===== src/rtl/seven_segment_scan.sv =====
// ---------------------------------------------------------------------------
// seven_segment_scan
//   Time-multiplexed driver for N_DIGITS common-anode seven-segment digits.
//   Each digit is lit for REFRESH_CYCLES, separated by DEAD_CYCLES with all
//   anodes off to avoid ghosting. New values are written to a shadow register
//   and copied to the active register only when the scan wraps to digit 0, so
//   a frame is never torn.
//
//   Optional feature macro: LEADING_ZERO_BLANK_EN
//     defined   : zero digits above the highest nonzero digit are blanked
//                 (digit 0 is always shown), in addition to blank_in.
//     undefined : only blank_in masks digits.
//
// Ports
//   clk         in   system clock
//   reset       in   synchronous, active-high reset
//   load        in   one-cycle strobe, captures digits_in/blank_in to shadow
//   digits_in   in   [4*N_DIGITS] hex nibbles, nibble i drives digit i
//   blank_in    in   [N_DIGITS] per-digit blank mask (1 = dark)
//   an          out  [N_DIGITS] anode enables, active-low, at most one low
//   seg         out  [7] segments {g,f,e,d,c,b,a}, active-low
//   frame_done  out  one-cycle pulse at each frame boundary
//
// States
//   state   | meaning
//   ST_DEAD | all anodes off for DEAD_CYCLES before lighting digit idx
//   ST_ON   | digit idx lit for REFRESH_CYCLES
// ---------------------------------------------------------------------------
module seven_segment_scan #(
  parameter int N_DIGITS       = 2,
  parameter int REFRESH_CYCLES = 20000,
  parameter int DEAD_CYCLES    = 4
) (
  input  logic                  clk,
  input  logic                  reset,
  input  logic                  load,
  input  logic [4*N_DIGITS-1:0] digits_in,
  input  logic [N_DIGITS-1:0]   blank_in,
  output logic [N_DIGITS-1:0]   an,
  output logic [6:0]            seg,
  output logic                  frame_done
);

  localparam int MAX_CYC = (REFRESH_CYCLES > DEAD_CYCLES) ? REFRESH_CYCLES : DEAD_CYCLES;
  localparam int CNT_W   = $clog2(MAX_CYC + 1);
  localparam int IDX_W   = (N_DIGITS > 1) ? $clog2(N_DIGITS) : 1;

  localparam logic [CNT_W-1:0] ON_TC    = CNT_W'(REFRESH_CYCLES - 1);
  localparam logic [CNT_W-1:0] DEAD_TC  = (DEAD_CYCLES > 0) ? CNT_W'(DEAD_CYCLES - 1) : '0;
  localparam logic [IDX_W-1:0] IDX_LAST = IDX_W'(N_DIGITS - 1);

  typedef enum logic {
    ST_DEAD = 1'b0,
    ST_ON   = 1'b1
  } state_e;

  state_e                state_q, state_d;
  logic [IDX_W-1:0]      idx_q, idx_d;
  logic [CNT_W-1:0]      cnt_q, cnt_d;
  logic                  wrap;

  logic [4*N_DIGITS-1:0] shadow_dig_q, shadow_dig_d;
  logic [N_DIGITS-1:0]   shadow_blk_q, shadow_blk_d;
  logic [4*N_DIGITS-1:0] active_dig_q, active_dig_d;
  logic [N_DIGITS-1:0]   active_blk_q, active_blk_d;
  logic                  pending_q, pending_d;

  logic [N_DIGITS-1:0]   an_q, an_d;
  logic [6:0]            seg_q, seg_d;
  logic                  fd_q, fd_d;
  logic [N_DIGITS-1:0]   blank_eff;

  function automatic logic [6:0] hex_to_seg(input logic [3:0] v);
    logic [6:0] s;
    case (v)
      4'h0: s = 7'b1000000;
      4'h1: s = 7'b1111001;
      4'h2: s = 7'b0100100;
      4'h3: s = 7'b0110000;
      4'h4: s = 7'b0011001;
      4'h5: s = 7'b0010010;
      4'h6: s = 7'b0000010;
      4'h7: s = 7'b1111000;
      4'h8: s = 7'b0000000;
      4'h9: s = 7'b0010000;
      4'hA: s = 7'b0001000;
      4'hB: s = 7'b0000011;
      4'hC: s = 7'b1000110;
      4'hD: s = 7'b0100001;
      4'hE: s = 7'b0000110;
      default: s = 7'b0001110;
    endcase
    return s;
  endfunction

  // Scan sequencing
  always_comb begin
    state_d = state_q;
    idx_d   = idx_q;
    cnt_d   = cnt_q + 1'b1;
    wrap    = 1'b0;
    case (state_q)
      ST_DEAD: begin
        if ((DEAD_CYCLES == 0) || (cnt_q == DEAD_TC)) begin
          state_d = ST_ON;
          cnt_d   = '0;
        end
      end
      ST_ON: begin
        if (cnt_q == ON_TC) begin
          cnt_d   = '0;
          state_d = (DEAD_CYCLES == 0) ? ST_ON : ST_DEAD;
          if (idx_q == IDX_LAST) begin
            idx_d = '0;
            wrap  = 1'b1;
          end else begin
            idx_d = idx_q + 1'b1;
          end
        end
      end
      default: begin
        state_d = ST_DEAD;
        cnt_d   = '0;
      end
    endcase
  end

  // Shadow/active pair. A commit always takes the shadow as it stood before
  // this edge, so a load landing on the wrap edge waits for the next frame.
  always_comb begin
    shadow_dig_d = load ? digits_in : shadow_dig_q;
    shadow_blk_d = load ? blank_in  : shadow_blk_q;
    pending_d    = load | (pending_q & ~wrap);
    active_dig_d = active_dig_q;
    active_blk_d = active_blk_q;
    if (wrap && pending_q) begin
      active_dig_d = shadow_dig_q;
      active_blk_d = shadow_blk_q;
    end
  end

  // Registered outputs are computed from next-state values so they change on
  // the same edge as the FSM.
  always_comb begin
    blank_eff = active_blk_d;
`ifdef LEADING_ZERO_BLANK_EN
    begin
      logic seen_nz;
      seen_nz = 1'b0;
      for (int i = N_DIGITS - 1; i >= 1; i--) begin
        if (active_dig_d[4*i +: 4] != 4'h0) seen_nz = 1'b1;
        if (!seen_nz) blank_eff[i] = 1'b1;
      end
    end
`endif
    an_d  = '1;
    seg_d = 7'b1111111;
    fd_d  = wrap;
    if (state_d == ST_ON) begin
      for (int i = 0; i < N_DIGITS; i++) begin
        if (idx_d == IDX_W'(i)) begin
          an_d[i] = 1'b0;
          if (!blank_eff[i]) seg_d = hex_to_seg(active_dig_d[4*i +: 4]);
        end
      end
    end
  end

  always_ff @(posedge clk) begin
    if (reset) begin
      state_q      <= ST_DEAD;
      idx_q        <= '0;
      cnt_q        <= '0;
      shadow_dig_q <= '0;
      shadow_blk_q <= '0;
      active_dig_q <= '0;
      active_blk_q <= '0;
      pending_q    <= 1'b0;
      an_q         <= '1;
      seg_q        <= 7'b1111111;
      fd_q         <= 1'b0;
    end else begin
      state_q      <= state_d;
      idx_q        <= idx_d;
      cnt_q        <= cnt_d;
      shadow_dig_q <= shadow_dig_d;
      shadow_blk_q <= shadow_blk_d;
      active_dig_q <= active_dig_d;
      active_blk_q <= active_blk_d;
      pending_q    <= pending_d;
      an_q         <= an_d;
      seg_q        <= seg_d;
      fd_q         <= fd_d;
    end
  end

  assign an         = an_q;
  assign seg        = seg_q;
  assign frame_done = fd_q;

endmodule


===== config.mk =====
export PLATFORM = sky130hd
export DESIGN_NAME = seven_segment_scan
export DESIGN_NICKNAME = d
export VERILOG_FILES = /design/src/rtl/seven_segment_scan.sv
export SDC_FILE = /design/constraint.sdc
export NUM_CORES = 1
export LEC_CHECK = 0
export ABC_AREA = 1
export BUFFER_PORTS_ARGS = -buffer_cell sky130_fd_sc_hd__clkbuf_2
export CAP_MARGIN = 20
export CORE_ASPECT_RATIO = 0.6
export CORE_MARGIN = 2
export CORE_UTILIZATION = 59
export CTS_CLUSTER_SIZE = 40
export DETAILED_ROUTE_END_ITERATION = 6
export GPL_TIMING_DRIVEN = 0
export PLACE_DENSITY = 0.83
export SLEW_MARGIN = 20
export SYNTH_ARGS = -nofsm -noshare
export SYNTH_HDL_FRONTEND = slang
export SYNTH_SLANG_ARGS = --single-unit

===== constraint.sdc =====
create_clock -name clk -period 3.21 [get_ports clk]
set_input_delay 0.1605 -clock clk [delete_from_list [all_inputs] [get_ports clk]]
set_output_delay 0.1605 -clock clk [all_outputs]
set_load 0.02 [all_outputs]

Yosys cells after proc, flatten, opt, wreduce, memory -nomap -nowiden. Memory sizes are Yosys's and may differ from the RTL's. Cells that the tools add are included.

Bits in registers: 48. Bits in read-only memories: 224. Input bits: 13. Output and inout port bits: 10. Logic and storage cells: 44. Memories kept: 2.

Add/subtract/negate cells: 2. Equal/unequal tests: 2. Multiplexer cells: 20. Bitwise gates (word level): 5. Reductions and logical operators: 2.

Memory list: (no name shown) (words 16, bits a word 7, read ports 1, clocked after Yosys merged registers in 0, write ports 0, line 75) `case (v)`; (no name shown) (words 16, bits a word 7, read ports 1, clocked after Yosys merged registers in 0, write ports 0, line 75).

Operator list (count): $mux 15 (2); $pmux 15 s2 (1); $mux 7 (4); $add 15x1->15 const B (1); $eq 15x15->1 const B (1); $eq 15x2->1 const B (1); $mux 1 (10); $mux 8 (1); $not 1->1 (3); $mux 2 (1); $pmux 1 s2 (1); $reduce_or 2->1 (1); $add 1x1->1 const B (1); $and 1x1->1 (1); $logic_and 1x1->1 (1); $or 1x1->1 (1).

Logic depth before layout (Yosys ltp). Gate-level depths: netlist of the first run. An unclocked memory read counts as a cell.

Depth in word-level cells: 10. Mapped depth: 19.

Least setup slack after synthesis of the first run. No wires, ideal clock.

Path kind: register to register. Start: register cnt_q[0]. End: register seg_q[0], in the netlist seg[0]. Setup time: 0.119 ns. Arrival time: 2.346 ns. Data required time: 3.091 ns. Setup slack: 0.745 ns. Cell stages (with the launch flop): 18. Path buffers: 1. Period minus slack after synthesis: 2.465 ns. Cells stage by stage: dfxtp_1 > ha_1 > nand3_1 > inv_1 > nand2_1 > nor2_1 > ha_1 > nand3_4 > buf_6 > o21ai_4 > inv_1 > ha_1 > nand3_1 > nand2_1 > nand2_1 > nand3_1 > o21ai_0 > nand2_1.

RTL lines: from (decl) (line 59) `logic [CNT_W-1:0] cnt_q, cnt_d;`; from (signal assigned) (line 185) `cnt_q <= cnt_d;`; $eq 15x15->1 (line 110) `if (cnt_q == ON_TC) begin`; $mux 1 (line 110); $mux 1 (line 102) `case (state_q)`; $logic_and 1x1->1 (line 136) `if (wrap && pending_q) begin`; $mux 8 (line 136); via active_dig_d[5] (line 64) `logic [4*N_DIGITS-1:0] active_dig_q, active_dig_d;`; $mem_v2 16x7; $mux 7 (line 163) `if (!blank_eff[i]) seg_d = hex_to_seg(active_dig_d[4*i +: 4]);`; $mux 7 (line 161) `if (idx_d == IDX_W'(i)) begin`; to (signal assigned) (line 192) `seg_q <= seg_d;`; to (decl) (line 69) `logic [6:0] seg_q, seg_d;`.

The timed path passes the listed nets, and every way through them passes these cells. A chain may end at the register's enable or synchronous reset.

Final worst setup path of the first run. Same ends and word-level chain as after synthesis.

==> impl_metrics.tcl, run 1 <==
set metrics [dict create \
    outcome "completed" \
    syn-cell-area_sq_mm 0.00255 \
    fraction_of_power_consumed_by_sequential_logic_pct 54.8 \
    final.setup.tns_ns 0 \
    die-area_sq_mm 0.00488 \
    ys_seq_area_share_pct 37.7 \
    timing.clock.skew_ns 0.00920 \
    placed_area_sq_mm 0.00273 \
    number_of_drc_violations_after_detailed_routing 0 \
    stdcell_count 454 \
    finalNetCount 422 \
    crit_top_cell "sky130_fd_sc_hd__nand2_1" \
    post-route-cell-area_sq_mm 0.00284 \
    powerDensity_mw_per_mm2 406 \
    worst_hold_path_type "input pin to flip-flop" \
    chipHeight_microns 54.9 \
    synth_xor_xnor_area_share_pct 3.09 \
    worst_slew_margin_rel_pct 64.2 \
    detailedRoute.firstIterationViolations 234 \
    yosys_warnings 0 \
    track_usage_pct 25.9 \
    synth_simple_gate_area_share_pct 37.3 \
    chipWidth_microns 88.9 \
    crit_end_element "flip-flop" \
    synth_top_family_by_area "simple AND/OR/NAND/NOR gates" \
    final_max_slew_viol_count 0 \
    grt_pass1_wl_microns 9430 \
    worstPathMaxFanout 10 \
    worst-endpoint-required_ns 3.41 \
    post_cts_resize_count 0 \
    global_route_congestion_overflow_total 0 \
    cell_at_the_root_of_the_clock_tree "sky130_fd_sc_hd__clkbuf_8" \
    clockBufferDepth 2 \
    first_global_vias 1992 \
    ctsHoldBuffers 0 \
    p_sw_uw 277 \
    fin_crit_ns 2.94 \
    latest_clock_arrival_within_the_worst_skew_pair_ns 0.31 \
    max-vdd-ir-drop_mv 0.340 \
    layout_common_cells "88 x sky130_fd_sc_hd__nand2_1, 72 x sky130_fd_sc_hd__nor2_1, 48 x sky130_fd_sc_hd__dfxtp_1" \
    finalCritPeriodShare_pct 91.5 \
    layout_stage_area_growth_over_the_synthesis_result_pct 11.4 \
    worstMarginPinSlew_ns 0.537 \
    numClockSinks 48 \
    largest_net_degree_at_the_start_of_global_routing 15 \
    max_cap_viol_count 0 \
    criticalPathCategory "flip-flop to flip-flop" \
    power_switching_share_pct 24.0 \
    crit_arrival_ns 3.14 \
    setup_viol 0 \
    share_of_synthesized_area_spent_on_multiplexers_pct 0 \
    timing.critical_path.cells "ha_1, nand3_1, inv_1, nand2_1, nor2_1, ha_2, nand3_4, buf_6, o21ai_4, inv_1, ha_1, nand3_1, nand2_1, nand2_1, nand3_1, o21ai_0, nand2_1" \
    p_clk_share_pct 38.4 \
    achievable-frequency_ghz 0.341 \
    internal_dissipation_uw 876 \
    synth_compound_gate_area_share_pct 7.56 \
    design.portCount 23 \
    core_area_sq_mm 0.00412 \
    antenna_found_initial 0 \
    synth_fa_ha_area_share_pct 7.85 \
    start_util_pct 61.9 \
    core.rowCount 18 \
    synth.ff_latch_count 48 \
    syn_nets 394 \
    cpPeakStageDelay_ns 0.37 \
    gp_congestion 0.887 \
    post-place-cells 446 \
    fraction_of_layout_instances_using_a_drive_strength_above_1_pct 11.7 \
    vias_per_cell 5.34 \
    tritoncts "yes" \
    cts-htree-levels 2 \
    critical_path.slowest_cell "sky130_fd_sc_hd__dfxtp_1" \
    netlist-cell-type-count 29 \
    hpwlAfterDp_microns 4340 \
    antennaDiodeCount 0 \
    worst_hold_slack_ns 0.0674 \
    syn-instance-count 365 \
    rsz0062_at_grt "false" \
    clk_pin_slew_ns 0.09 \
    share_comb_of_total_power_pct 6.9 \
    power_leakage_uw 0.00130 \
    cts-buffers-inserted 5 \
    vias 2423 \
    average_instance_area_after_synthesis_sq_um 6.99 \
    critical_path_startpoint_category "flip-flop" \
    routed_wire_length_per_instance_microns 12.8 \
    commonest_non_fill_non_tap_cell_in_the_layout "sky130_fd_sc_hd__nand2_1" \
    dr.pass1.iters 5 \
    timing.final.hold_violations 0 \
    antenna_violating_nets_post_route 0 \
    post_layout_power_uw 1150 \
    io_buffers 21 \
    routed_wirelength_microns 5830 \
    cts_post_setup_buffers_inserted 0 \
]
## metrics by stage
| step | util [%] | worst slack (ns) |
|---|---|---|
| 2_1_floorplan | - | 0.745 |
| 3_3_place_gp | 66.2 | 0.329 |
| 3_5_place_dp | 66.2 | 0.288 |
| 6_report | 68.9 | 0.274 |
| 5_1_grt | 68.9 | 0.00994 |
| 4_1_cts | 68.9 | 0.231 |
## layer usage
layer | track usage, % | up-vias | part of all wire [%]
met5 | 0 | - | 0
met4 | 8.08 | 0 | 1.4
met3 | 6.68 | 16 | 9.9
met2 | 34.7 | 118 | 38
met1 | 39.9 | 1071 | 51
li1 | - | 1218 | -
## kinds of logic after synthesis
| kind of cell | count (synthesis) |
|---|---|
| flops | 48 |
| simple gates | 221 |
| fa+ha+maj | 16 |
| compound gates | 30 |
| buf+inv | 41 |
| xor+xnor | 9 |
## flip-flops by register name, summed over array words and instances, names as in the netlist, 2 cells and up
name	flops
active_blk_q	2
shadow_dig_q	8
an	2
seg	7
shadow_blk_q	2
cnt_q	15
active_dig_q	8
## layout make-up
type                       instances  area (sq um)
buffer                             6          33.8
clock buffer                       6          72.6
clock inverter                     2          35.0
fill                             378          1280
inverter                          35           131
multi-input combinational        276          1430
sequential                        48           961
tap                               60          75.1
timing repair buffer              21           105
## power by group through the flow
stage                     clock network, uW  logic (uW)  registers [uW]
after global placement                    0        74.4             644
final                                   443        79.2             631
after detailed placement                  0        77.3             645
after floorplan                           0        40.8             651
after global routing                    462        87.6             634
after CTS                               442        78.4             631
## worst max-delay path: cells and delay by family (launching register included)
kind / cells / cell delay, ns
AO/OA/AOI/OAI: 2 / 0.40
adder cells (fa/ha/maj): 3 / 0.72
buffers and inverters: 3 / 0.40
flip-flops: 1 / 0.37
AND/OR/NAND/NOR: 9 / 0.92
## worst paths after layout
| check | startpoint | endpoint | slack, ns | cells past startpoint |
|---|---|---|---|---|
| hold reg to reg | cnt_q[0]$_SDFF_PP0_ | cnt_q[0]$_SDFF_PP0_ | 0.46 | 1 |
| hold / removal | digits_in[4] | shadow_dig_q[4]$_SDFFE_PP0P_ | 0.07 | 3 |
| setup reg to reg | cnt_q[0]$_SDFF_PP0_ | seg[0]$_SDFF_PP1_ | 0.27 | 17 |
| setup / recovery | cnt_q[0]$_SDFF_PP0_ | seg[0]$_SDFF_PP1_ | 0.27 | 17 |
## Yosys cell counts
library cell               instances  area share (%)
sky130_fd_sc_hd__buf_6             1            0.44
sky130_fd_sc_hd__nand4_1           5             1.2
sky130_fd_sc_hd__nand3b_1          1            0.29
sky130_fd_sc_hd__ha_1             16             7.9
sky130_fd_sc_hd__nand3_4           1            0.69
sky130_fd_sc_hd__nand2_1          88              13
sky130_fd_sc_hd__xnor2_1           1            0.34
sky130_fd_sc_hd__nor2_1           72              11
sky130_fd_sc_hd__o21ai_0          16             3.1
sky130_fd_sc_hd__clkbuf_1          3            0.44
sky130_fd_sc_hd__nand3_2           1            0.39
sky130_fd_sc_hd__nand3_1          39             7.7
sky130_fd_sc_hd__inv_2             2            0.29
sky130_fd_sc_hd__nor2_4            1            0.44
sky130_fd_sc_hd__a31oi_1           2            0.49
sky130_fd_sc_hd__dfxtp_1          48              38
sky130_fd_sc_hd__buf_4             1            0.29
sky130_fd_sc_hd__inv_1            33             4.9
sky130_fd_sc_hd__nand2_2           4            0.98
sky130_fd_sc_hd__o21ai_1           2            0.39
sky130_fd_sc_hd__xor2_1            8             2.7
sky130_fd_sc_hd__o211ai_1          1            0.29
sky130_fd_sc_hd__buf_1             1            0.15
sky130_fd_sc_hd__o21ai_4           3             1.9
sky130_fd_sc_hd__a21oi_1           5            0.98
sky130_fd_sc_hd__nand2_4           1            0.44
sky130_fd_sc_hd__o21ai_2           1            0.34
sky130_fd_sc_hd__nor3_1            7             1.4
sky130_fd_sc_hd__nor3b_1           1            0.29
Power figures use the tool's default switching activity.
==> run 2, diff against run 1 <==
--- a/config.mk
+++ b/config.mk
@@ -5,11 +5,9 @@
 export SDC_FILE = /design/constraint.sdc
 export NUM_CORES = 1
 export LEC_CHECK = 0
-export ABC_AREA = 1
 export BUFFER_PORTS_ARGS = -buffer_cell sky130_fd_sc_hd__clkbuf_2
 export CAP_MARGIN = 20
 export CORE_ASPECT_RATIO = 0.6
-export CORE_MARGIN = 2
 export CORE_UTILIZATION = 59
 export CTS_CLUSTER_SIZE = 40
 export DETAILED_ROUTE_END_ITERATION = 6
==> run 2 against run 1 <==
Register-to-register slack worse by 0.11 ns. Core utilization is 2.5 points higher. Highest routed layer unchanged. Sequential cell count stayed put. Critical endpoint is now seg[6]$_SDFF_PP1_. Final cell count is 19% lower.
==> impl_metrics.tcl, run 2 <==
set metrics [dict create \
    outcome "completed" \
    crit_end_element "flip-flop" \
    number_of_drc_violations_after_detailed_routing 0 \
    post_layout_power_uw 1110 \
    cell_at_the_root_of_the_clock_tree "sky130_fd_sc_hd__clkbuf_8" \
    worst-endpoint-required_ns 3.40 \
    fraction_of_layout_instances_using_a_drive_strength_above_1_pct 21.7 \
    die-area_sq_mm 0.00456 \
    worstSetupEndpoint "seg[6]$_SDFF_PP1_" \
    antennaDiodeCount 0 \
    first_global_vias 1750 \
    synth.top_cells.by_count "54 x sky130_fd_sc_hd__nor2_1, 48 x sky130_fd_sc_hd__dfxtp_1, 28 x sky130_fd_sc_hd__mux2i_1, 17 x sky130_fd_sc_hd__nand2_1, 16 x sky130_fd_sc_hd__ha_1" \
    gp_congestion 0.885 \
    postSynth.topFlopCell "sky130_fd_sc_hd__dfxtp_1" \
    max_cap_viol_count 0 \
    ff2ff_setup_slack_ns 0.17 \
    vias_per_cell 5.62 \
    clk_pin_slew_ns 0.09 \
    hpwlAfterDp_microns 3990 \
    largest_net_degree_at_the_start_of_global_routing 16 \
    timing.final.ws_setup_ns 0.168 \
    average_instance_area_after_synthesis_sq_um 9.23 \
    timing.critical_path.depth 13 \
    finalNetCount 337 \
    final.setup.tns_ns 0 \
    detailedRoute.firstIterationViolations 194 \
    layout_common_cells "54 x sky130_fd_sc_hd__nor2_1, 46 x sky130_fd_sc_hd__dfxtp_1, 24 x sky130_fd_sc_hd__mux2i_1" \
    synth.top_cell.area_share_pct 38.0 \
    achievable-frequency_ghz 0.329 \
    ys_seq_area_share_pct 38.0 \
    worst_hold_path_type "input pin to flip-flop" \
    numClockSinks 48 \
    max_flop_register "cnt_q" \
    register_area_sq_um 963 \
    clockBufferDepth 2 \
    post-place-cells 355 \
    fin_crit_ns 3.04 \
    multi_input_gate_area_sq_mm 0.00153 \
    tritoncts "yes" \
    final_max_slew_viol_count 0 \
    crit_top_cell "sky130_fd_sc_hd__ha_2" \
    setup_viol 0 \
    finalCritPeriodShare_pct 94.8 \
    design.portCount 23 \
    worst_slew_margin_rel_pct 55.4 \
    fillers 319 \
    synth.ff_latch_count 48 \
    dr.pass1.iters 4 \
    max-vdd-ir-drop_mv 0.266 \
    grt_pass1_wl_microns 8830 \
    critical_path.top_delay_family "simple AND/OR/NAND/NOR gates" \
    path_buf_inv 3 \
    syn_nets 303 \
    worstPathMaxFanout 10 \
    criticalPathCategory "flip-flop to flip-flop" \
    setup.worst_path.start "cnt_q[0]$_SDFF_PP0_" \
    cts-buffers-inserted 5 \
    layout_stage_area_growth_over_the_synthesis_result_pct 15.8 \
    antenna_found_initial 0 \
    crit_arrival_ns 3.23 \
    synth_enable_flop_cells 0 \
    post-place-ws_ns -0.408 \
    post-synth-top-area-cell "sky130_fd_sc_hd__dfxtp_1" \
    core.rowCount 18 \
    crit-reg2reg-launch "cnt_q[0]$_SDFF_PP0_" \
    synthTopCellsByArea "sky130_fd_sc_hd__dfxtp_1 38%, sky130_fd_sc_hd__mux2i_1 11%, sky130_fd_sc_hd__nor2_1 8.0%, sky130_fd_sc_hd__ha_1 7.9%, sky130_fd_sc_hd__xnor2_1 3.1%" \
    routed_wirelength_microns 5560 \
    critical_path_startpoint_category "flip-flop" \
    critical_path.slowest_cell "sky130_fd_sc_hd__dfxtp_1" \
    chipHeight_microns 52.7 \
    start_util_pct 61.7 \
    routed_wire_length_per_instance_microns 15.1 \
    core_area_sq_mm 0.00410 \
    global_route_congestion_overflow_total 0 \
    post-synth-top-count-cell "sky130_fd_sc_hd__nor2_1" \
    fin_util_pct 71.4 \
    yosys_warnings 0 \
    power_leakage_uw 0.00127 \
    worst_r2r_path_depth 13 \
    worst_r2r_endpoint "seg[6]$_SDFF_PP1_" \
    antenna_violating_nets_post_route 0 \
    biggest_registers_after_layout "cnt_q (15), active_dig_q (8), shadow_dig_q (8)" \
    netlist-cell-type-count 47 \
    latest_clock_arrival_within_the_worst_skew_pair_ns 0.30 \
    timing.critical_path.cells "ha_2, nand4_1, nor3_2, ha_2, nand3_2, buf_6, clkbuf_4, mux2i_4, inv_1, ha_2, or2_2, a32oi_1, a2bb2oi_1" \
    syn-instance-count 274 \
    cpPeakStageDelay_ns 0.38 \
    cts-htree-levels 2 \
    io_buffers 21 \
    syn-cell-area_sq_mm 0.00253 \
    powerDensity_mw_per_mm2 380 \
    chipWidth_microns 86.5 \
    timing.clock.skew_ns 0.00445 \
    hold-path-cell-count 3 \
    stdcell_count 369 \
    worstMarginPinSlew_ns 0.650 \
    synth-async-reset-ratio_pct 0 \
    largest_register_ffs 15 \
    vias 2074 \
    track_usage_pct 26.4 \
    ctsHoldBuffers 0 \
    timing.final.hold_violations 0 \
    commonest_non_fill_non_tap_cell_in_the_layout "sky130_fd_sc_hd__nor2_1" \
]
==> run 2: timing repair <==
item                                    in CTS  in global routing
pin swaps                                    1                  3
setup buffers                                2                  4
endpoints found under the setup margin       7                  6
resized for setup                            9                 11
==> run 2: layout make-up <==
cell class / count / share of cell area (%)
tap: 60 / 2.56
buffer: 13 / 2.74
sequential: 48 / 32.9
multi-input combinational: 205 / 52.4
timing repair buffer: 27 / 5.13
inverter: 8 / 1.03
clock buffer: 6 / 2.82
clock inverter: 2 / 0.470
==> run 2: routing by layer <==
metal | track usage, % | up-vias | share of wire [%]
met5 | 0 | - | 0
met4 | 3.33 | 0 | 0.41
met3 | 7.56 | 4 | 7.1
met2 | 34.1 | 70 | 39
met1 | 42.3 | 969 | 54
li1 | - | 1031 | -
==> run 2: stage by stage <==
step                hold WS [ns]  area (sq um)
floorplan                  0.308          2530
CTS                       0.0886          2870
finish                    0.0920          2930
global placement           0.395          2710
detailed placement         0.402          2710
global route              0.0931          2930
==> run 2: worst min-delay path by stage <==
stage / from / to
2_1_floorplan: blank_in[0] / shadow_blk_q[0]$_SDFFE_PP0P_
3_3_place_gp: blank_in[0] / shadow_blk_q[0]$_SDFFE_PP0P_
3_5_place_dp: digits_in[0] / shadow_dig_q[0]$_SDFFE_PP0P_
4_1_cts: blank_in[1] / shadow_blk_q[1]$_SDFFE_PP0P_
5_1_grt: digits_in[0] / shadow_dig_q[0]$_SDFFE_PP0P_
6_report: digits_in[0] / shadow_dig_q[0]$_SDFFE_PP0P_
==> run 2: cell families (layout without fill, tap and decap cells) <==
family	Yosys count	count (layout)	synth area share (%)
and+or+nand+nor	111	111	22.1
DFF	48	48	38.0
AOI/OAI and AO/OA	32	32	10.3
muxes	30	30	12.0
buffers and inverters	21	56	4.21
adders and majority gates	16	16	7.92
xor gates and xnor gates	16	16	5.54
==> run 2: report_power, final <==
group,switching [uW],total [uW],internal (uW)
Sequential,16.1,632,616
Combinational,51.6,90.8,39.1
Clock,214,390,177
Total,281,1110,832
==> run 2: worst min-delay path, delay by kind of cell <==
family                 cells  cell delay (ns)
muxes                      1             0.05
buffers and inverters      1             0.07
and+or+nand+nor            1             0.07
